$ cat src/rtl/alu_seq_pkg.sv
// alu_seq_pkg: shared definitions for the ALU operation sequencer.
//   - ALUOP_* : 2-bit opcodes understood by the combinational ALU
//   - CMD_*   : 3-bit command codes accepted on the request channel
//   - state_e : sequencer FSM states
//   - cmd_to_aluop() : opcode used for the first ALU pass of a command
package alu_seq_pkg;

  localparam logic [1:0] ALUOP_AND  = 2'b00;
  localparam logic [1:0] ALUOP_ADD  = 2'b01;
  localparam logic [1:0] ALUOP_SUB  = 2'b10;  // a - b
  localparam logic [1:0] ALUOP_RSUB = 2'b11;  // b - a

  localparam logic [2:0] CMD_AND  = 3'd0;
  localparam logic [2:0] CMD_ADD  = 3'd1;
  localparam logic [2:0] CMD_SUB  = 3'd2;
  localparam logic [2:0] CMD_RSUB = 3'd3;
  localparam logic [2:0] CMD_SLT  = 3'd4;
  localparam logic [2:0] CMD_EQ   = 3'd5;
  localparam logic [2:0] CMD_ABS  = 3'd6;
  localparam logic [2:0] CMD_ILL  = 3'd7;

  typedef enum logic [1:0] {
    ST_IDLE  = 2'd0,
    ST_EXEC1 = 2'd1,
    ST_EXEC2 = 2'd2,
    ST_RESP  = 2'd3
  } state_e;

  // SLT, EQ and ABS are all built on a subtraction in the first pass.
  function automatic logic [1:0] cmd_to_aluop(input logic [2:0] cmd);
    logic [1:0] op;
    case (cmd)
      CMD_AND:  op = ALUOP_AND;
      CMD_ADD:  op = ALUOP_ADD;
      CMD_SUB:  op = ALUOP_SUB;
      CMD_RSUB: op = ALUOP_RSUB;
      CMD_SLT:  op = ALUOP_SUB;
      CMD_EQ:   op = ALUOP_SUB;
      CMD_ABS:  op = ALUOP_SUB;
      default:  op = ALUOP_AND;
    endcase
    return op;
  endfunction

endpackage

$ cat src/rtl/alu_flag_eval.sv
// alu_flag_eval: combinational post-processing of one ALU pass.
// Turns raw ALU outputs into the final command result and flags.
// Ports:
//   cmd_i          command being executed
//   pass2_i        1 while the second ABS pass (0 - a) is on the ALU
//   a_i, b_i       latched command operands
//   alu_*_i        raw ALU result and flags
//   result_o       final result
//   zero_o         result_o == 0
//   negative_o     result_o MSB
//   overflow_o     signed overflow of the command
//   need_pass2_o   first ABS pass saw a negative operand; negate it next
module alu_flag_eval
  import alu_seq_pkg::*;
#(
  parameter int DATA_W = 32
) (
  input  logic [2:0]        cmd_i,
  input  logic              pass2_i,
  input  logic [DATA_W-1:0] a_i,
  input  logic [DATA_W-1:0] b_i,
  input  logic [DATA_W-1:0] alu_result_i,
  input  logic              alu_zero_i,
  input  logic              alu_negative_i,
  input  logic              alu_overflow_i,
  output logic [DATA_W-1:0] result_o,
  output logic              zero_o,
  output logic              negative_o,
  output logic              overflow_o,
  output logic              need_pass2_o
);

  localparam int MSB = DATA_W - 1;

  logic sub_ovf;
  logic rsub_ovf;

  always_comb begin
    // The ALU only reports overflow for ADD, so subtraction overflow is
    // rebuilt here from the operand and result signs.
    sub_ovf  = (a_i[MSB] != b_i[MSB]) & (alu_result_i[MSB] != a_i[MSB]);
    rsub_ovf = (a_i[MSB] != b_i[MSB]) & (alu_result_i[MSB] != b_i[MSB]);

    result_o     = alu_result_i;
    overflow_o   = 1'b0;
    need_pass2_o = 1'b0;

    case (cmd_i)
      CMD_AND:  overflow_o = 1'b0;
      CMD_ADD:  overflow_o = alu_overflow_i;
      CMD_SUB:  overflow_o = sub_ovf;
      CMD_RSUB: overflow_o = rsub_ovf;
      // Signed less-than: the sign of a-b is wrong exactly when a-b overflowed.
      CMD_SLT:  result_o = {{(DATA_W-1){1'b0}}, alu_result_i[MSB] ^ sub_ovf};
      CMD_EQ:   result_o = {{(DATA_W-1){1'b0}}, alu_zero_i};
      CMD_ABS: begin
        if (pass2_i) begin
          // 0 - a overflows only for the most negative value, whose
          // negation stays negative.
          overflow_o = a_i[MSB] & alu_result_i[MSB];
        end else begin
          need_pass2_o = alu_negative_i;
        end
      end
      default:  result_o = '0;
    endcase

    zero_o     = (result_o == '0);
    negative_o = result_o[MSB];
  end

endmodule

$ cat src/rtl/alu_op_sequencer.sv
// alu_op_sequencer: drives the 2-bit-opcode combinational ALU on behalf of
// the multicycle control unit. One command in flight at a time; each takes
// one ALU pass, or two for ABS of a negative operand.
//
// Handshake: a transfer happens on a rising clk edge where valid and ready
// are both 1. req_ready is 1 only in IDLE; rsp_valid is 1 only in RESP and
// rsp_* are held stable until the edge where rsp_ready is seen.
//
// Ports:
//   clk, rst_n               clock, synchronous active-low reset
//   req_valid/ready/cmd/a/b  command channel
//   alu_op/a/b               drive to the ALU (00/0/0 when idle)
//   alu_result/zero/negative/overflow  from the ALU
//   rsp_valid/ready/result/zero/negative/overflow/err  response channel
//   ovf_sticky, ovf_clr      accumulated overflow flag and its clear
//   state_dbg                current FSM state (alu_seq_pkg::state_e)
module alu_op_sequencer
  import alu_seq_pkg::*;
#(
  parameter int DATA_W = 32,
  parameter bit ABS_EN = 1'b1
) (
  input  logic              clk,
  input  logic              rst_n,
  input  logic              req_valid,
  output logic              req_ready,
  input  logic [2:0]        req_cmd,
  input  logic [DATA_W-1:0] req_a,
  input  logic [DATA_W-1:0] req_b,
  output logic [1:0]        alu_op,
  output logic [DATA_W-1:0] alu_a,
  output logic [DATA_W-1:0] alu_b,
  input  logic [DATA_W-1:0] alu_result,
  input  logic              alu_zero,
  input  logic              alu_negative,
  input  logic              alu_overflow,
  output logic              rsp_valid,
  input  logic              rsp_ready,
  output logic [DATA_W-1:0] rsp_result,
  output logic              rsp_zero,
  output logic              rsp_negative,
  output logic              rsp_overflow,
  output logic              rsp_err,
  output logic              ovf_sticky,
  input  logic              ovf_clr,
  output logic [1:0]        state_dbg
);

  state_e              state_q, state_d;
  logic [2:0]          cmd_q, cmd_d;
  logic [DATA_W-1:0]   a_q, a_d;
  logic [DATA_W-1:0]   b_q, b_d;
  logic [DATA_W-1:0]   res_q, res_d;
  logic                zero_q, zero_d;
  logic                neg_q, neg_d;
  logic                ovf_q, ovf_d;
  logic                err_q, err_d;
  logic                sticky_q, sticky_d;

  logic                pass2;
  logic                capture;
  logic                req_illegal;
  logic [DATA_W-1:0]   ev_result;
  logic                ev_zero;
  logic                ev_negative;
  logic                ev_overflow;
  logic                ev_need_pass2;

  alu_flag_eval #(.DATA_W(DATA_W)) u_flag_eval (
    .cmd_i          (cmd_q),
    .pass2_i        (pass2),
    .a_i            (a_q),
    .b_i            (b_q),
    .alu_result_i   (alu_result),
    .alu_zero_i     (alu_zero),
    .alu_negative_i (alu_negative),
    .alu_overflow_i (alu_overflow),
    .result_o       (ev_result),
    .zero_o         (ev_zero),
    .negative_o     (ev_negative),
    .overflow_o     (ev_overflow),
    .need_pass2_o   (ev_need_pass2)
  );

  // ABS is rejected like cmd 7 when the feature is compiled out.
  assign req_illegal = (req_cmd == CMD_ILL) || ((req_cmd == CMD_ABS) && !ABS_EN);

  always_comb begin
    state_d   = state_q;
    cmd_d     = cmd_q;
    a_d       = a_q;
    b_d       = b_q;
    res_d     = res_q;
    zero_d    = zero_q;
    neg_d     = neg_q;
    ovf_d     = ovf_q;
    err_d     = err_q;
    pass2     = 1'b0;
    capture   = 1'b0;
    req_ready = 1'b0;
    rsp_valid = 1'b0;
    alu_op    = ALUOP_AND;
    alu_a     = '0;
    alu_b     = '0;

    case (state_q)
      ST_IDLE: begin
        req_ready = 1'b1;
        if (req_valid) begin
          cmd_d = req_cmd;
          a_d   = req_a;
          b_d   = req_b;
          if (req_illegal) begin
            // Rejected without touching the ALU.
            res_d   = '0;
            zero_d  = 1'b1;
            neg_d   = 1'b0;
            ovf_d   = 1'b0;
            err_d   = 1'b1;
            state_d = ST_RESP;
          end else begin
            state_d = ST_EXEC1;
          end
        end
      end
      ST_EXEC1: begin
        alu_op = cmd_to_aluop(cmd_q);
        alu_a  = a_q;
        alu_b  = (cmd_q == CMD_ABS) ? '0 : b_q;
        if (ev_need_pass2) begin
          state_d = ST_EXEC2;
        end else begin
          capture = 1'b1;
          state_d = ST_RESP;
        end
      end
      ST_EXEC2: begin
        // RSUB with b = 0 gives 0 - a.
        alu_op  = ALUOP_RSUB;
        alu_a   = a_q;
        alu_b   = '0;
        pass2   = 1'b1;
        capture = 1'b1;
        state_d = ST_RESP;
      end
      ST_RESP: begin
        rsp_valid = 1'b1;
        if (rsp_ready) begin
          state_d = ST_IDLE;
        end
      end
      default: state_d = ST_IDLE;
    endcase

    if (capture) begin
      res_d  = ev_result;
      zero_d = ev_zero;
      neg_d  = ev_negative;
      ovf_d  = ev_overflow;
      err_d  = 1'b0;
    end

    // A new overflow wins over a clear arriving on the same edge.
    sticky_d = (sticky_q & ~ovf_clr) | (capture & ev_overflow);
  end

  always_ff @(posedge clk) begin
    if (!rst_n) begin
      state_q  <= ST_IDLE;
      cmd_q    <= CMD_AND;
      a_q      <= '0;
      b_q      <= '0;
      res_q    <= '0;
      zero_q   <= 1'b0;
      neg_q    <= 1'b0;
      ovf_q    <= 1'b0;
      err_q    <= 1'b0;
      sticky_q <= 1'b0;
    end else begin
      state_q  <= state_d;
      cmd_q    <= cmd_d;
      a_q      <= a_d;
      b_q      <= b_d;
      res_q    <= res_d;
      zero_q   <= zero_d;
      neg_q    <= neg_d;
      ovf_q    <= ovf_d;
      err_q    <= err_d;
      sticky_q <= sticky_d;
    end
  end

  assign rsp_result   = res_q;
  assign rsp_zero     = zero_q;
  assign rsp_negative = neg_q;
  assign rsp_overflow = ovf_q;
  assign rsp_err      = err_q;
  assign ovf_sticky   = sticky_q;
  assign state_dbg    = state_q;

endmodule
$ cat config.mk
export PLATFORM = sky130hd
export DESIGN_NAME = alu_op_sequencer
export DESIGN_NICKNAME = d
export VERILOG_FILES = /design/src/rtl/alu_seq_pkg.sv /design/src/rtl/alu_flag_eval.sv /design/src/rtl/alu_op_sequencer.sv
export SDC_FILE = /design/constraint.sdc
export NUM_CORES = 1
export LEC_CHECK = 0
export ABC_AREA = 1
export ABC_CLOCK_PERIOD_IN_PS = 1600
export CAP_MARGIN = 10
export CELL_PAD_IN_SITES_DETAIL_PLACEMENT = 1
export CELL_PAD_IN_SITES_GLOBAL_PLACEMENT = 1
export CORE_ASPECT_RATIO = 1.25
export CORE_UTILIZATION = 24
export DETAILED_ROUTE_END_ITERATION = 8
export PLACE_DENSITY = 0.74
export REMOVE_ABC_BUFFERS = 1
export SKIP_LAST_GASP = 1
export SYNTH_ARGS = -nofsm -noshare
export SYNTH_HDL_FRONTEND = slang
export SYNTH_SLANG_ARGS = --single-unit
$ cat constraint.sdc
create_clock -name clk -period 1.6 [get_ports clk]
set_input_delay 0.16 -clock clk [delete_from_list [all_inputs] [get_ports clk]]
set_output_delay 0.16 -clock clk [all_outputs]
set_load 0.02 [all_outputs]
After elaboration in Yosys (flattened, before gate mapping)
Index checks and enable logic that the tools add are counted.

word-level totals
  flip-flop bits (word level) = 106
  input port bits = 107
  word-level logic and storage cells = 81

cells by class
  eq/ne operators = 15
  muxes and demuxes = 33
  bitwise operators = 9
  reduce and logical (&&, ||, !) cells = 14

operator list
  kind                  number
  $mux W32              7
  $pmux W32 S3          1
  $logic_not A32 Y1     1
  $mux W1               17
  $eq A3 B3 Y1 const B  4
  $pmux W2 S4           1
  $eq A3 B2 Y1 const B  2
  $mux W2               3
  $pmux W2 S3           1
  $reduce_and A3 Y1     2
  $reduce_bool A2 Y1    3
  $and A1 B1 Y1         5
  $reduce_or A5 Y1      1
  $eq A2 B2 Y1 const B  2
  $ne A2 B2 Y1 const B  2
  $pmux W1 S4           1
  $pmux W2 S2           1
  $reduce_and A2 Y1     2
  $reduce_or A2 Y1      2
  $reduce_or A4 Y1      1
  $eq A3 B1 Y1 const B  1
  $logic_not A3 Y1      1
  $ne A1 B1 Y1          3
  $eq A2 B1 Y1 const B  1
  other kinds (5)       6

Logic depth before layout (Yosys ltp)
  depth in word-level cells = 8
  depth in mapped cells = 12

By module
From an unflattened synthesis, not the netlist that was laid out.

unflattened totals
  cells, all modules = 760
  area total of the unflattened synthesis = 5,122.4 µm²

by module, submodules not included
  module            times used  cells an instance  area an instance (µm²)  seq. area each (µm²)
  alu_op_sequencer  1           634                4,543.1                 2,122.0
  alu_flag_eval     1           126                579.3                   0.0

Worst setup path before layout
Ideal clock, no wire load.

  kind = reg2reg
  from = register state_q[0], in the netlist state_dbg[0]
  to = register res_q[12], in the netlist rsp_result[12]
  setup time = 71 ps
  arrival time = 1,758 ps
  required time = 1,529 ps
  path slack = -229 ps
  cell stages (with the launch flop) = 9
  buffers on the path = 1
  clock period less this slack = 1,829 ps
  cells stage by stage = dfxtp_1 -> inv_1 -> ha_1 -> nand2_1 -> inv_1 -> nand2_1 -> buf_4 -> nand3_2 -> a21oi_2

between the ends
  cells in the longest elaborated chain, start to end = 8
  elaborated cells on any way between the ends = 13
  classes of those cells = eq/ne: 2; mux: 6; reduce/logical: 5

RTL lines
  what                          RTL line                 text
  start, declared               alu_op_sequencer.sv:49   state_e state_q, state_d;
  start signal, assigned        alu_op_sequencer.sv:180  state_q <= state_d;
  $eq A2 B2 Y1                  alu_op_sequencer.sv:106  case (state_q)
  $mux W1                       alu_op_sequencer.sv:106
  $mux W1                       alu_flag_eval.sv:57      if (pass2_i) begin
  $mux W1                       alu_flag_eval.sv:48      case (cmd_i)
  $mux W1                       alu_op_sequencer.sv:130  if (ev_need_pass2) begin
  $pmux W1 S2                   alu_op_sequencer.sv:106
  $reduce_bool A2 Y1 (no line)  --
  $reduce_and A3 Y1 (no line)   --
  end signal, assigned          alu_op_sequencer.sv:184  res_q <= res_d;
  end, declared                 alu_op_sequencer.sv:53   logic [DATA_W-1:0] res_q, res_d;

Several ways; a longest one is shown, not always the timed one.
A chain may end at the register's enable or synchronous reset.

Worst setup path after layout
  from = register state_q[0], in the netlist state_dbg[0]
  to = output alu_b[24]

between the ends
  cells in the longest elaborated chain, start to end = 2

RTL lines
  what           RTL line                 text
  $eq A2 B1 Y1   alu_op_sequencer.sv:106
  $mux W32       alu_op_sequencer.sv:106
  end, declared  alu_op_sequencer.sv:32   output logic [DATA_W-1:0] alu_b,

No other way between the ends.

==> results.py <==
metrics = {
    "synth": {
        "synth-compound-area-share_pct": 15.9,
        "ys_seq_area_share_pct": 41.5,
        "synth_common_cells": "nor2_1, dfxtp_1, o21ai_0, inv_1, nand3_1",
        "synth_cells": 683,
        "synthArstFlopShare_pct": 0,
        "synth_top_area_share_pct": 41.5,
        "synth_xor_area_share_pct": 0.173,
        "synthTopCellsByArea": "dfxtp_1, nor2_1, o21ai_0",
        "synth.most_common_cell": "nor2_1",
        "ys_warn_count": 0,
        "synthSimpleGateAreaFrac_pct": 28.6,
        "ys.flop_type": "dfxtp_1",
        "synth_edf_count": 0,
        "synth_mux_area_share_pct": 0,
        "synth_area_um2": 5070,
        "yosys.area_share.adder_pct": 1.48,
        "netlist-cell-type-count": 35,
        "yosysTopAreaCell": "dfxtp_1",
        "ys_seq_elements": 105,
        "synth_top_family_by_area": "simple AND/OR/NAND/NOR gates",
        "avgSynthCellArea_um2": 7.42,
    },
    "floorplan": {
        "die_x_um": 132,
        "num_rows": 59,
        "start_util_pct": 24.4,
        "die_area_um2": 21700,
        "core-area_um2": 20700,
        "die_h_um": 165,
        "pin_count": 214,
    },
    "global_routing": {
        "grt_pass1_vias": 5411,
        "gr-usage-all-layers_pct": 17.3,
        "antenna_found_initial": 0,
        "grt-ovfl-total": 0,
        "grt_max_degree": 44,
        "grt_first_pass_wirelength_um": 29100,
    },
    "timing": {
        "hold_viol_final": 0,
        "setup_viol": 101,
        "tightest_slew_ps": 412,
        "slew_headroom_pct": 72.5,
        "fmax_mhz": 567,
        "post-route-period-util_pct": 110,
        "skew_ps": 4.58,
        "fin_crit_ps": 1760,
        "rsz0062_at_grt": "true",
        "slew_violations": 0,
        "setup_slack_ps": -165,
    },
    "critical_path": {
        "endpoint": "alu_b[24]",
        "cp.arrival_ps": 1600,
        "rr_worst_depth": 11,
        "crit_path_max_incr_delay_ps": 340,
        "worstSetupPathType": "reg -> out",
        "worstPathMaxFanout": 8,
        "crit_buf_inv": 6,
        "cp_slowest_cell": "dfxtp_2",
        "crit_start": "state_dbg[0]",
        "r2r-end": "rsp_result[11]",
        "r2r_slack_ps": -90,
        "critPathRequiredTime_ps": 1440,
        "path_cells": "buf_6 > ha_4 > buf_12 > buf_12 > buf_6 > nand3_2 > inv_2 > buf_6",
        "cp-start-kind": "flip-flop",
        "critPathCaptureType": "primary output",
        "cp.depth": 8,
        "r2r_start": "state_dbg[0]",
        "critPathMostFrequentCell": "buf_6",
        "critical_path.top_delay_family": "buffers and inverters",
    },
    "clock_tree": {
        "cts.sinks": 105,
        "ctsHoldBuffers": 0,
        "cts_tree": "yes",
        "path_clk_slew_ps": 70,
        "clock_path_buffers": 2,
        "cts_buffers": 9,
        "clock_latency_ps": 350,
        "cts_root_buf": "clkbuf_16",
        "htreeDepth": 3,
    },
    "placement": {
        "dp_hpwl_um": 12600,
        "gp_congestion": 0.758,
        "dp_cells": 1162,
        "port_buffers": 213,
        "dpl-instance-area_um2": 7720,
    },
    "route": {
        "drtPass1Iterations": 4,
        "viasPerCell": 4.48,
        "post_drt_wl_per_cell_um": 16.4,
        "first_iter_violations": 177,
        "met3WireLength_um": 1260,
        "vias": 5378,
        "m1WireLength_um": 8030,
        "drt_wl_total_um": 19700,
        "ant_nets": 0,
        "dr_wl_met2_um": 10200,
        "remaining_drc_errors": 0,
        "highest_layer": "met4",
    },
    "cells_and_area": {
        "finalNetCount": 1035,
        "fin_cells": 1201,
        "final_area_um2": 9010,
        "diodes": 0,
        "syn2layout_area_growth_pct": 77.6,
        "drive_gt1_share_pct": 36.7,
        "final_core_util_pct": 43.4,
    },
    "pwr": {
        "p_leak_nw": 3.81,
        "peakVddDrop_mv": 0.610,
        "cellPowerDensity_nw_per_um2": 1160,
        "power.total_w": 0.0104,
    },
    "outcome": {
        "status": "finished, violations left",
        "violations": "negative setup slack",
    },
    "min_path": {
        "hp-class": "in -> reg",
        "hp-start": "rst_n",
    },
    "run": {
        "cap_viol_max_count": 0,
    },
}
-- worst min-delay path: cells and delay by family --
kind,cells,cell delay (ps)
buffers and inverters,2,260
and+or+nand+nor,1,120
-- cell families (layout without fill, tap and decap cells) --
kind of cell	Yosys count	count (layout)
AOI/OAI and AO/OA	136	136
xor gates and xnor gates	1	1
adders and majority gates	6	6
buffers and inverters	135	379
DFF	105	105
and+or+nand+nor	300	300
-- state kept, by name, indices dropped and copies added, names as in the netlist --
| signal | cells |
|---|---|
| a_q | 32 |
| b_q | 32 |
| rsp_result | 31 |
| cmd_q | 3 |
| state_dbg | 2 |
| ovf_sticky | 1 |
| rsp_err | 1 |
| rsp_negative | 1 |
| rsp_overflow | 1 |
| rsp_zero | 1 |
-- layout make-up --
| class | count | area (um^2) |
|---|---|---|
| repair buffers | 282 | 3110 |
| multi-input cells | 443 | 2790 |
| flip-flops and latches | 105 | 2110 |
| inverters | 81 | 327 |
| well taps | 274 | 343 |
| fillers | 2382 | 11700 |
| clock buffers | 12 | 256 |
| clock inverters | 4 | 75.1 |
-- power by group --
part / internal [W] / switching, W / total [W]
clock network: 0.00146 / 0.00104 / 0.00250
registers: 0.00300 / 0.000284 / 0.00328
logic: 0.00225 / 0.00240 / 0.00465
total: 0.00671 / 0.00372 / 0.0104
-- through the flow --
stage | worst slack [ps] | hold slack [ps] | setup TNS [ps]
detailed placement | -320 | 468 | -23540
global route | -229 | 261 | -13540
global placement | -277 | 462 | -17020
floorplan | -2910 | 296 | -215690
finish | -165 | 233 | -7310
CTS | -213 | 223 | -16360
-- layout by cell type (no fill, tap or decap), types with 4 or more instances in the layout --
cell / n
clkbuf_16: 14
nor2_1: 136
dfxtp_2: 4
o21ai_0: 43
nand2_2: 6
clkdlybuf4s50_1: 142
dfxtp_1: 101
buf_12: 18
inv_4: 4
nand2_4: 10
a21oi_1: 15
o21ai_1: 40
nand3_1: 27
inv_2: 47
nand2_1: 39
nand3_4: 13
buf_6: 63
buf_4: 43
buf_16: 4
nand3_2: 62
a21oi_2: 30
inv_1: 29
-- repair_timing --
| action | in CTS | in global routing |
|---|---|---|
| gates resized for setup | 347 | 261 |
| endpoints found under the setup margin | 120 | 172 |
| setup buffers | 14 | 0 |
| pin swaps | 5 | 21 |
| cloned | 6 | 6 |
-- how the worst min path moves through the flow --
stage               slack [ps]  depth (start not counted)        endpoint
floorplan                  300                          2          a_q[0]
global placement           460                          2         b_q[16]
detailed placement         470                          2  rsp_result[26]
CTS                        220                          3    state_dbg[1]
global route               260                          3    state_dbg[1]
finish                     230                          3    state_dbg[1]
-- metal layers --
metal	GRT usage, %	vias up
met1	20.0	2526
met4	5.76	0
li1	-	2666
met5	0	-
met2	31.2	169
met3	3.96	17
Power figures use the tool's default switching activity.
